===== src/rtl/hb_pkg.sv =====
// Shared types and reset-group masks for the staged reset sequencer.
package hb_pkg;

  typedef enum logic [2:0] {
    StIdle    = 3'd0,
    StRelClk  = 3'd1,
    StRelQuad = 3'd2,
    StRelPid  = 3'd3,
    StRun     = 3'd4,
    StFault   = 3'd5
  } seq_state_e;

  localparam logic [31:0] PWM_MASK    = 32'h000000FF;
  localparam logic [31:0] QUAD_MASK   = 32'h000FFF00;
  localparam logic [31:0] PID_MASK    = 32'h0FF00000;
  localparam logic [31:0] PIDCLK_MASK = 32'h10000000;
  localparam logic [31:0] SPARE_MASK  = 32'hE0000000;

  // Held-in-reset mask per state; groups are released cumulatively in dependency order.
  function automatic logic [31:0] stage_mask(seq_state_e st);
    logic [31:0] m;
    m = 32'hFFFFFFFF;
    case (st)
      StRelClk:  m = ~PIDCLK_MASK;
      StRelQuad: m = ~(PIDCLK_MASK | QUAD_MASK);
      StRelPid:  m = ~(PIDCLK_MASK | QUAD_MASK | PID_MASK);
      StRun:     m = SPARE_MASK;
      default:   m = 32'hFFFFFFFF;
    endcase
    return m;
  endfunction

endpackage


===== src/rtl/reset_sequencer_if.sv =====
// Control/status bundle between the reset sequencer and its environment.
interface reset_sequencer_if;
  logic        tick;
  logic [31:0] wd_reset;
  logic        e_stop;
  logic        arm;
  logic [31:0] seq_reset;
  logic        ready;
  logic        fault_latched;
  logic [2:0]  state_o;

  modport master (
    output tick, wd_reset, e_stop, arm,
    input  seq_reset, ready, fault_latched, state_o
  );

  modport slave (
    input  tick, wd_reset, e_stop, arm,
    output seq_reset, ready, fault_latched, state_o
  );
endinterface


===== src/rtl/reset_sequencer_stage_timer.sv =====
// Saturating 8-bit slow-tick dwell counter; done flags the tick that completes the dwell.
module stage_timer #(
  parameter int unsigned STAGE_TICKS = 10
) (
  input  logic clk_50Mhz,
  input  logic rst_n,
  input  logic clear,
  input  logic tick,
  output logic done
);

  localparam logic [7:0] Limit = 8'(STAGE_TICKS);

  logic [7:0] count_q, count_d;

  always_comb begin
    count_d = count_q;
    if (clear) begin
      count_d = 8'd0;
    end else if (tick && (count_q < Limit)) begin
      count_d = count_q + 8'd1;
    end
  end

  // Independent of clear so the FSM can use it to decide the next state.
  assign done = tick && (count_q >= (Limit - 8'd1));

  always_ff @(posedge clk_50Mhz or negedge rst_n) begin
    if (!rst_n) begin
      count_q <= 8'd0;
    end else begin
      count_q <= count_d;
    end
  end

endmodule


===== src/rtl/reset_sequencer.sv =====
// Staged reset-release controller: releases PID clock, quad, PID, PWM in order after arm.
module reset_sequencer
  import hb_pkg::*;
#(
  parameter int unsigned STAGE_TICKS = 10
) (
  input  logic               clk_50Mhz,
  input  logic               rst_n,
  reset_sequencer_if.slave   bus
);

  seq_state_e  state_q, state_d;
  logic        fault_q, fault_d;
  logic [31:0] seq_q;
  logic        ready_q;
  logic        trigger;
  logic        timer_clear;
  logic        timer_done;

  assign trigger = !bus.e_stop || (bus.wd_reset[7:0] == 8'hFF);

  stage_timer #(
    .STAGE_TICKS(STAGE_TICKS)
  ) u_stage_timer (
    .clk_50Mhz(clk_50Mhz),
    .rst_n    (rst_n),
    .clear    (timer_clear),
    .tick     (bus.tick),
    .done     (timer_done)
  );

  always_comb begin
    state_d = state_q;
    fault_d = fault_q;
    case (state_q)
      StIdle: begin
        if (!trigger && bus.arm) begin
          state_d = StRelClk;
          fault_d = 1'b0;
        end
      end
      StRelClk:  if (trigger) state_d = StFault; else if (timer_done) state_d = StRelQuad;
      StRelQuad: if (trigger) state_d = StFault; else if (timer_done) state_d = StRelPid;
      StRelPid:  if (trigger) state_d = StFault; else if (timer_done) state_d = StRun;
      StRun:     if (trigger) state_d = StFault;
      StFault:   if (!trigger && timer_done) state_d = StIdle;
      default:   state_d = StIdle;
    endcase
    if ((state_d == StFault) && (state_q != StFault)) begin
      fault_d = 1'b1;
    end
    // A trigger restarts the clean-interval count in FAULT; elsewhere it is harmless.
    timer_clear = (state_d != state_q) || trigger;
  end

  always_ff @(posedge clk_50Mhz or negedge rst_n) begin
    if (!rst_n) begin
      state_q <= StIdle;
      fault_q <= 1'b0;
      seq_q   <= 32'hFFFFFFFF;
      ready_q <= 1'b0;
    end else begin
      state_q <= state_d;
      fault_q <= fault_d;
      seq_q   <= stage_mask(state_d) | bus.wd_reset;
      ready_q <= (state_d == StRun);
    end
  end

  assign bus.seq_reset     = seq_q;
  assign bus.ready         = ready_q;
  assign bus.fault_latched = fault_q;
  assign bus.state_o       = state_q;

endmodule


===== src/flat_wrapper.sv =====
// flat-port wrapper written by rule: the top's interface ports become plain ports
module reset_sequencer_flat import hb_pkg::*;
#(
  parameter int unsigned STAGE_TICKS = 10
)
  (clk_50Mhz, rst_n, bus_tick, bus_wd_reset, bus_e_stop, bus_arm, bus_seq_reset, bus_ready, bus_fault_latched, bus_state_o);
  reset_sequencer_if bus_i ();
  input  logic clk_50Mhz;
  input  logic rst_n;
  input wire logic [$bits(bus_i.tick)-1:0] bus_tick;
  input wire logic [$bits(bus_i.wd_reset)-1:0] bus_wd_reset;
  input wire logic [$bits(bus_i.e_stop)-1:0] bus_e_stop;
  input wire logic [$bits(bus_i.arm)-1:0] bus_arm;
  output wire logic [$bits(bus_i.seq_reset)-1:0] bus_seq_reset;
  output wire logic [$bits(bus_i.ready)-1:0] bus_ready;
  output wire logic [$bits(bus_i.fault_latched)-1:0] bus_fault_latched;
  output wire logic [$bits(bus_i.state_o)-1:0] bus_state_o;
  assign bus_i.tick = bus_tick;
  assign bus_i.wd_reset = bus_wd_reset;
  assign bus_i.e_stop = bus_e_stop;
  assign bus_i.arm = bus_arm;
  assign bus_seq_reset = bus_i.seq_reset;
  assign bus_ready = bus_i.ready;
  assign bus_fault_latched = bus_i.fault_latched;
  assign bus_state_o = bus_i.state_o;
  reset_sequencer #(.STAGE_TICKS(STAGE_TICKS)) u_core (.clk_50Mhz(clk_50Mhz), .rst_n(rst_n), .bus(bus_i));
endmodule

===== config.mk =====
export PLATFORM = sky130hd
export DESIGN_NAME = reset_sequencer_flat
export DESIGN_NICKNAME = d
export VERILOG_FILES = /design/src/rtl/hb_pkg.sv /design/src/rtl/reset_sequencer_if.sv /design/src/rtl/reset_sequencer_stage_timer.sv /design/src/rtl/reset_sequencer.sv /design/src/flat_wrapper.sv
export SDC_FILE = /design/constraint.sdc
export NUM_CORES = 1
export LEC_CHECK = 0
export CAP_MARGIN = 20
export CORE_MARGIN = 4
export CORE_UTILIZATION = 46
export DETAILED_ROUTE_END_ITERATION = 8
export PLACE_DENSITY = 0.95
export SYNTH_ARGS = -nofsm -noshare
export SYNTH_HDL_FRONTEND = slang
export SYNTH_SLANG_ARGS = --single-unit

===== constraint.sdc =====
create_clock -name clk_50Mhz -period 6.1 [get_ports clk_50Mhz]
set_clock_uncertainty 0.15 [all_clocks]
set_input_delay 0.61 -clock clk_50Mhz [delete_from_list [all_inputs] [get_ports clk_50Mhz]]
set_output_delay 0.61 -clock clk_50Mhz [all_outputs]
set_load 0.005 [all_outputs]

==> results_dict.tcl, run 1 <==
set metrics [dict create \
    layout_commonest_cell "clkdlybuf4s50_1" \
    critPathTopFamily "compound AO/OA/AOI/OAI gates" \
    cts_tree "yes" \
    final_cell_mix "66 x clkdlybuf4s50_1, 29 x dfstp_2, 22 x nand2b_1" \
    tns_ns 0 \
    cts_resized 0 \
    min_path_type "primary input to async pin" \
    synth_enable_flop_cells 0 \
    endpoint "u_core.bus.seq_reset[28]$_DFF_PN1_" \
    io_buffers 67 \
    yosys_warnings 0 \
    leakagePower_nw 1.01 \
    fin_crit_sh_pct 43.3 \
    crit_path_top_delay_cell "a211oi_2" \
    row_count 22 \
    die_w_um 70.5 \
    final_cell_area_um2 2570 \
    die_h_um 70.5 \
    cp-end-kind "flip-flop" \
    grt_pass1_vias 1342 \
    max_stage_delay_ns 0.60 \
    drive_gt1_share_pct 23.7 \
    async_reset_ff_share_pct 100 \
    routabilityCongestion 0.700 \
    cts.sinks 42 \
    grt_first_pass_wirelength_mm 6.03 \
    io_pins 74 \
    antenna_left 0 \
    peakVddDrop_mv 0.123 \
    post-place-ws_ns 3.21 \
    crit_fanout 11 \
    syn-mean-instance-area_um2 12.6 \
    drtIter0Drc 49 \
    cts_root_buffer "clkbuf_8" \
    grt.overflow.total 0 \
    fin_ws_ns 3.46 \
    hold_violations 0 \
    grt_usage_pct 15.2 \
    wire_per_inst_um 14.1 \
    cts_hold_buffers 0 \
    cp.arrival_ns 2.71 \
    reg2reg_from "u_core.u_stage_timer.count_q[0]$_DFFE_PN0P_" \
    insertion_delay_ns 0.29 \
    regToRegSetupSlack_ns 3.65 \
    grt_max_degree 43 \
    synth_cells 143 \
    syn_area_um2 1800 \
    hpwl_mm 2.76 \
    fmax_mhz 378 \
    dr_total_vias 1257 \
    finalCriticalPeriod_ns 2.64 \
    ys_seq_area_share_pct 60.5 \
    drt_pass1_iterations 6 \
    finalMaxSlewViolations 0 \
    crit_chain "clkdlybuf4s50_1 > nand4_1 > o21ai_2 > o32ai_1 > a211oi_2 > xnor2_1 > o21bai_1" \
    cts_max_path_buffers 2 \
    clk_pin_slew_ns 0.08 \
    stdcell_count 259 \
    fin_util_pct 69.1 \
    tightest_slew_ns 0.869 \
    vias_per_cell 4.85 \
    coreArea_um2 3720 \
    slew_headroom_pct 42.1 \
    power.density_nw_per_um2 200 \
    antenna_found_initial 0 \
    crit_type "primary input to flip-flop" \
    dieArea_um2 4970 \
    initial_core_util_pct 48.4 \
    worstReg2RegEnd "u_core.bus.seq_reset[28]$_DFF_PN1_" \
    nets 250 \
    cp.depth 7 \
    area_growth_pct 42.7 \
    drc_errors 0 \
    drt_wl_total_mm 3.65 \
    ys_seq_elements 42 \
    diodes 0 \
    synthFlopType "dfstp_2" \
    startpoint "bus_wd_reset[0]" \
    path_buf_inv 1 \
    numCtsBuffers 5 \
    cts_max_level 2 \
    ys_types 41 \
    r2r_cells 8 \
    crit_required_ns 6.17 \
    rsz0062_at_grt "no" \
    fill_cells 267 \
    maxCapViolCount 0 \
    run_status "complete, no violations" \
    finalSetupViolations 0 \
    post_cts_buffers 0 \
    start_kind "primary input" \
    dp.cells 251 \
    placed_area_um2 2470 \
]
-- cell usage after synthesis, drive strengths merged, types with 2 or more instances --
library cell | n | area (µm²)
nor3 | 2 | 10.0
and2 | 4 | 26.3
xnor2 | 3 | 26.3
a21oi | 5 | 25.0
nand2 | 3 | 11.3
inv | 6 | 22.5
o32ai | 2 | 17.5
ha | 3 | 37.5
dfstp | 29 | 762
and3 | 2 | 15.0
nor2 | 5 | 18.8
o22ai | 2 | 18.8
nand2b | 23 | 151
o21ai | 5 | 28.8
or3 | 9 | 56.3
buf | 8 | 56.3
nand4 | 2 | 12.5
dfrtp | 13 | 325
-- worst register-to-register path: stages, from the launching register on --
cell      delay [ns]
dfrtp_1         0.45
inv_1           0.08
ha_1            0.20
nor3b_4         0.15
o22ai_1         0.31
o32ai_1         0.13
a21oi_1         0.58
xnor2_1         0.17
o21bai_1        0.16
-- registers in the layout, indices dropped and copies added, names as in the netlist --
signal / flops
u_core.bus.seq_reset: 29
u_core.u_stage_timer.count_q: 8
u_core.bus.state_o: 3
u_core.bus.fault_latched: 1
u_core.bus.ready: 1
-- how the worst min path moves through the flow --
stage                                                startpoint                                     endpoint  slack, ns
global route                                              rst_n  u_core.u_stage_timer.count_q[7]$_DFFE_PN0P_       0.35
detailed placement  u_core.u_stage_timer.count_q[4]$_DFFE_PN0P_  u_core.u_stage_timer.count_q[4]$_DFFE_PN0P_       0.39
CTS                                                       rst_n         u_core.bus.fault_latched$_DFFE_PN0P_       0.31
floorplan                                                 rst_n         u_core.bus.fault_latched$_DFFE_PN0P_       0.16
global placement    u_core.u_stage_timer.count_q[4]$_DFFE_PN0P_  u_core.u_stage_timer.count_q[4]$_DFFE_PN0P_       0.38
finish                                                    rst_n              u_core.bus.state_o[0]$_DFF_PN0_       0.28
-- power breakdown --
| part | switching, mW | total, mW | internal [mW] | leakage, nW |
|---|---|---|---|---|
| Clock | 0.0930 | 0.184 | 0.0909 | 0.0472 |
| Combinational | 0.0173 | 0.0461 | 0.0288 | 0.487 |
| Sequential | 0.00259 | 0.284 | 0.281 | 0.472 |
| Total | 0.113 | 0.514 | 0.401 | 1.01 |
-- stage by stage --
stage | total power [mW] | hold WS (ns)
after detailed placement | 0.335 | 0.389
after global routing | 0.537 | 0.348
after CTS | 0.520 | 0.306
after floorplan | 0.306 | 0.164
final | 0.514 | 0.282
after global placement | 0.333 | 0.380
-- cells by family (layout without fill, tap and decap cells) --
logic type,Yosys count,after routing,share of synthesized area [%]
simple gates,55,55,20.0
xor+xnor,4,4,1.95
flops,42,42,60.5
buf+inv,15,81,4.59
mux,1,1,0.557
compound gates,22,22,10.2
other cells,1,3,0.209
fa+ha+maj,3,3,2.09
-- layout make-up --
cell class / instances / area, µm² / share of cell area [%]
flip-flops and latches: 42 / 1090 / 42.4
repair buffers: 67 / 666 / 25.9
multi-input cells: 88 / 636 / 24.8
clock buffers: 6 / 82.6 / 3.22
well taps: 48 / 60.1 / 2.34
inverters: 6 / 22.5 / 0.878
clock inverters: 2 / 12.5 / 0.488
-- routing by layer --
metal  track usage, %  share of wire (%)  vias up
li1                 -                  -      608
met1             17.1                 40      597
met2             26.9                 51       48
met3             6.04                7.9        4
met4             3.83               0.77        0
met5                0                  0        -
(Power assumes the default switching activity.)
==> run 2, diff against run 1 <==
CORE_UTILIZATION = 42   (was 46)
PLACE_DENSITY = 0.9   (was 0.95)
clock period = 2.7 ns   (was 6.1 ns; I/O delays follow)
==> run 2 against run 1 <==
Against the previous run: sequential share of layout area is 1.2 points lower; global-route usage is 0.15 points higher; largest cell class unchanged; highest routed layer unchanged; setup slack worse by 3.0 ns.
==> results_dict.tcl, run 2 (synthesis gave the netlist of run 1 again) <==
set metrics [dict create \
    layout_commonest_cell "clkdlybuf4s50_1" \
    die_w_um 73.4 \
    wl_met2_mm 2.01 \
    tns_ns 0 \
    hpwl_mm 2.80 \
    clk_pin_slew_ns 0.08 \
    slew_headroom_pct 41.8 \
    vias_per_cell 4.88 \
    leakagePower_nw 1.05 \
    cts_max_path_buffers 2 \
    initial_core_util_pct 44.3 \
    cts_tree "yes" \
    finalCriticalPeriod_ns 2.20 \
    io_buffers 67 \
    p_sw_mw 0.265 \
    dieArea_um2 5390 \
    dr_total_vias 1292 \
    critPathTopFamily "simple AND/OR/NAND/NOR gates" \
    grt_usage_pct 15.4 \
    cts_root_buffer "clkbuf_8" \
    crit_fanout 11 \
    grt.overflow.total 0 \
    drt_wl_total_mm 3.79 \
    fmax_mhz 455 \
    grt_pass1_vias 1392 \
    hold_violations 0 \
    insertion_delay_ns 0.29 \
    met3_length_um 338 \
    swShare_pct 19.9 \
    crit_type "flip-flop to flip-flop" \
    io_pins 74 \
    drive_gt1_share_pct 24.7 \
    final_cell_mix "66 x clkdlybuf4s50_1, 29 x dfstp_2, 22 x nand2b_1" \
    finalMaxSlewViolations 0 \
    crit_path_top_delay_cell "dfrtp_1" \
    numCtsBuffers 5 \
    start_kind "flip-flop" \
    crit_required_ns 2.76 \
    power.density_nw_per_um2 506 \
    routabilityCongestion 0.852 \
    row_count 23 \
    max_stage_delay_ns 0.44 \
    p_comb_share_pct 7.8 \
    crit_chain "inv_1 > ha_1 > nor3b_4 > o22ai_1 > nand2b_4 > a21oi_1 > buf_4 > or3_1" \
    pwr-share-clk_pct 44.2 \
    largest_reg_flops 29 \
    min_path_type "primary input to flip-flop" \
    cts.sinks 42 \
    finalSetupViolations 0 \
    fin_crit_sh_pct 81.5 \
    hold_ws_ns 0.347 \
    cts_resized 0 \
    cp-end-kind "flip-flop" \
    seqPwrFrac_pct 48.0 \
    coreArea_um2 4060 \
    peakVddDrop_mv 0.290 \
    diodes 0 \
    drc_errors 0 \
    grt_first_pass_wirelength_mm 6.33 \
    drtIter0Drc 74 \
    p_int_mw 1.07 \
    wire_per_inst_um 14.3 \
    grt_max_degree 43 \
    cp.arrival_ns 2.26 \
    antenna_found_initial 0 \
    tightest_slew_ns 0.872 \
    die_h_um 73.4 \
    path_buf_inv 2 \
    antenna_left 0 \
    nets 254 \
    run_status "complete, no violations" \
    area_growth_pct 47.0 \
    drt_pass1_iterations 4 \
    maxCapViolCount 0 \
    rsz0062_at_grt "no" \
    fill_cells 300 \
    m1WireLength_mm 1.40 \
    cts_max_level 2 \
    top_layer "met4" \
]
-- run 2: cell count changes in the layout (fill, tap and decap cells not counted) --
cell / before / now
clkinvlp_4: 1 / 0
bufinv_16: 0 / 2
clkinv_2: 1 / 0
dlygate4sd3_1: 0 / 1
clkinv_4: 0 / 1
buf_4: 0 / 3
clkbuf_8: 6 / 5
-- run 2: worst paths after layout --
path,slack (ns),from,depth (start not counted),to
max in group asynchronous,1.36,rst_n,2,u_core.u_stage_timer.count_q[3]$_DFFE_PN0P_
min in group asynchronous,0.49,rst_n,2,u_core.bus.state_o[0]$_DFF_PN0_
min reg2reg,0.40,u_core.u_stage_timer.count_q[4]$_DFFE_PN0P_,1,u_core.u_stage_timer.count_q[4]$_DFFE_PN0P_
max,0.50,u_core.u_stage_timer.count_q[0]$_DFFE_PN0P_,8,u_core.bus.seq_reset[5]$_DFF_PN1_
min,0.35,bus_wd_reset[11],2,u_core.bus.seq_reset[11]$_DFF_PN1_
max reg2reg,0.50,u_core.u_stage_timer.count_q[0]$_DFFE_PN0P_,8,u_core.bus.seq_reset[5]$_DFF_PN1_
-- run 2: what timing repair did --
action                                  in CTS  in global routing
endpoints found under the hold margin       13                  0
endpoints found under the setup margin       0                  0
hold buffers                                 1                  0
setup buffers                                0                  0
-- run 2: metrics by stage --
stage | cell area, µm² | worst slack, ns | utilization [%] | cells | total power, mW
final | 2640 | 0.501 | 65.2 | 265 | 1.34
after global routing | 2640 | 0.365 | 65.2 | 265 | 1.40
after CTS | 2640 | 0.500 | 65.2 | 265 | 1.36
after detailed placement | 2500 | 0.406 | 61.5 | 256 | 0.757
after global placement | 2500 | 0.470 | 61.5 | 256 | 0.754
after floorplan | 1810 | 0.717 | - | 145 | 0.691
-- run 2: power groups by stage --
stage / registers [mW] / logic [mW] / clock network, mW
floorplan: 0.651 / 0.0395 / 0
global placement: 0.652 / 0.102 / 0
detailed placement: 0.652 / 0.105 / 0
CTS: 0.641 / 0.107 / 0.610
global route: 0.642 / 0.117 / 0.640
finish: 0.641 / 0.105 / 0.591
-- run 2: layout make-up --
type	instances	area, µm²	area share (%)
flip-flops and latches	42	1090	41.1
repair buffers	71	698	26.4
multi-input cells	88	636	24.0
clock buffers	5	68.8	2.60
clock inverters	3	68.8	2.60
well taps	50	62.6	2.37
inverters	6	22.5	0.852
-- run 2: per-layer routing --
| metal | global-route usage, % | vias to the layer above |
|---|---|---|
| met4 | 5.23 | 0 |
| met1 | 16.3 | 614 |
| li1 | - | 616 |
| met3 | 6.16 | 7 |
| met2 | 27.6 | 55 |
| met5 | 0 | - |
==> variant, RTL diff (flow settings as in run 1) <==
Make the reset (`rst_n`) synchronous in 2 clocked blocks.
--- a/src/rtl/reset_sequencer_stage_timer.sv
+++ b/src/rtl/reset_sequencer_stage_timer.sv
@@ -27,3 +27,3 @@
 
-  always_ff @(posedge clk_50Mhz or negedge rst_n) begin
+  always_ff @(posedge clk_50Mhz) begin
     if (!rst_n) begin
--- a/src/rtl/reset_sequencer.sv
+++ b/src/rtl/reset_sequencer.sv
@@ -55,3 +55,3 @@
 
-  always_ff @(posedge clk_50Mhz or negedge rst_n) begin
+  always_ff @(posedge clk_50Mhz) begin
     if (!rst_n) begin
Function: differs if rst_n is asserted again (counterexample within 4 cycles, from zero or initial values and one cycle with rst_n low); with rst_n held inactive, the same outputs for 10 cycles.
==> variant against run 1 <==
First-iteration DRC count is 39% higher. Worst setup slack better by 68 ps. Synthesized area is 9.5% lower. Final area is 7.9% lower. Power is 6.4% lower. Maximum frequency is 2.6% higher. Routed wire length is 9.4% higher. Utilization is 1.2 points higher. Sequential cell count stayed put.
==> variant: results (changes against run 1) <==
DP Area=2307 sq um (-6.6%); Fill cells=259 (-3.0%); critical-path maximum fanout=12 (+1); Place WS=3143 ps (-70.08 ps); worst-margin pin slew=1022 ps (+153.0 ps); total global-route track usage=17.88% (+2.6 points); Worst path slowest cell=a41oi_1; CP arrival=2630 ps (-80 ps); Met3 Routed Length=381 um (+32%); root buffer cell=clkbuf_4; crit path from=bus_tick; Leak=0.0008586 uW (-15%); vias in the first global route=1307 (-2.6%); DRT iter0 DRCs=68 (+39%); top post-synthesis cells by area=dfxtp_1 (52%), nand2b_1 (4.6%), nand3b_1 (4.2%); final net count=266 (+6.4%); R2R Path End=u_core.bus.seq_reset[16]; first-pass GRT wire length=6113 um (+1.4%); DR top layer=met4; async set or reset register ratio after synthesis=0% (-100 points); YS warnings=0 (unchanged); Post-synth top cells=dfxtp_1 (42), nand2b_1 (12), nand3b_1 (9); Distinct cells, synth=39 (-4.9%); Worst R2R Start=u_core.u_stage_timer.count_q[1]; Max VDD drop=0.0001493 V (+21%); maximum clock rate=0.3881 GHz (+2.6%); layout cells sized above 1=8.811% (-15 points); largest net degree at the start of global routing=14 (-67%); met2 wire length=1966 um (+5.6%); DP HPWL=3076 um (+12%); Main synth FF type=dfxtp_1; R2R Setup Slk=3740 ps (+90 ps); register area share after synthesis=51.69% (-8.8 points); insertion delay to the later sink of the worst-skew pair=350 ps (+60 ps); cell family with most CP delay=compound AO/OA/AOI/OAI gates; status=finished clean; vias per cell=5.260 (+8.4%); first-pass detailed-route iteration total=4 (-2); R2R depth=6 (-2); WL final=3986 um (+9.4%); DRT met1 WL=1597 um (+9.1%); largest stage delay on the critical path=870 ps (+270 ps); per-cell routed wire length=14.60 um (+3.7%); Post-Syn Area per Cell=10.10 sq um (-20%); Routability Congestion=0.7709 (+10%); worst hold path class=register to register; Clock transition at path regs=120 ps (+40 ps)
variant: changes by cell type after synthesis, moves of 3 or more:
cell | before | now
nand3_1 | 1 | 7
nand2_1 | 3 | 8
dfxtp_1 | 0 | 42
or3_1 | 9 | 1
nor2_1 | 5 | 2
nand2b_1 | 22 | 12
dfrtp_1 | 13 | 0
dfstp_2 | 29 | 0
or2_2 | 1 | 8
nor3_1 | 2 | 5
clkbuf_1 | 1 | 6
nand3b_1 | 0 | 9
o211ai_1 | 0 | 3
nor3b_1 | 0 | 5
variant: how the worst min path moves through the flow:
stage                                    startpoint                         endpoint  slack, ps  cells after the start
global route        u_core.u_stage_timer.count_q[7]  u_core.u_stage_timer.count_q[7]        360                      1
detailed placement  u_core.u_stage_timer.count_q[4]  u_core.u_stage_timer.count_q[4]        330                      1
global placement    u_core.u_stage_timer.count_q[5]  u_core.u_stage_timer.count_q[5]        320                      1
floorplan           u_core.u_stage_timer.count_q[6]  u_core.u_stage_timer.count_q[6]        310                      1
CTS                 u_core.u_stage_timer.count_q[5]  u_core.u_stage_timer.count_q[5]        350                      1
finish              u_core.u_stage_timer.count_q[5]  u_core.u_stage_timer.count_q[5]        350                      1
variant: worst register-to-register path, cell delays in order (launching register included):
cell and delay, ps:
dfxtp_1 430, inv_1 90, ha_1 170, or3b_2 270, nand3_1 110, a41oi_1 870
nand2b_1 140
variant: cells by family (layout without fill, tap and decap cells):
kind of cell	Yosys count	after routing	synth area share, %
other	1	3	0.2305
adders and majority gates	3	3	2.308
AOI/OAI and AO/OA	26	26	13.23
and+or+nand+nor	69	69	26.46
DFF	42	42	51.69
xor gates and xnor gates	2	2	1.077
buffers and inverters	18	82	5.000
variant: metrics by stage:
step,hold slack [ps],util [%]
detailed placement,329.8,68.60
CTS,348.2,70.24
global placement,322.1,68.60
global route,364.1,70.24
finish,347.5,70.24
floorplan,314.0,-
variant: layout make-up:
type	count	area share [%]
flip-flops and latches	42	35.59
multi-input cells	103	30.14
repair buffers	67	28.39
well taps	46	2.436
clock buffers	6	1.748
inverters	7	1.112
clock inverters	2	0.5826
variant: metal layers:
layer | GRT usage (%) | vias to the layer above
li1 | - | 689
met1 | 20.21 | 664
met2 | 31.35 | 76
met3 | 6.822 | 7
met4 | 4.557 | 0
met5 | 0 | -
variant: power by group:
| group | internal, uW | total (uW) | leakage, uW | switching, uW |
|---|---|---|---|---|
| Sequential | 280 | 286 | 0.000341 | 6.30 |
| Clock | 45.3 | 131 | 0.0000322 | 85.8 |
| Combinational | 38.8 | 63.6 | 0.000486 | 24.9 |
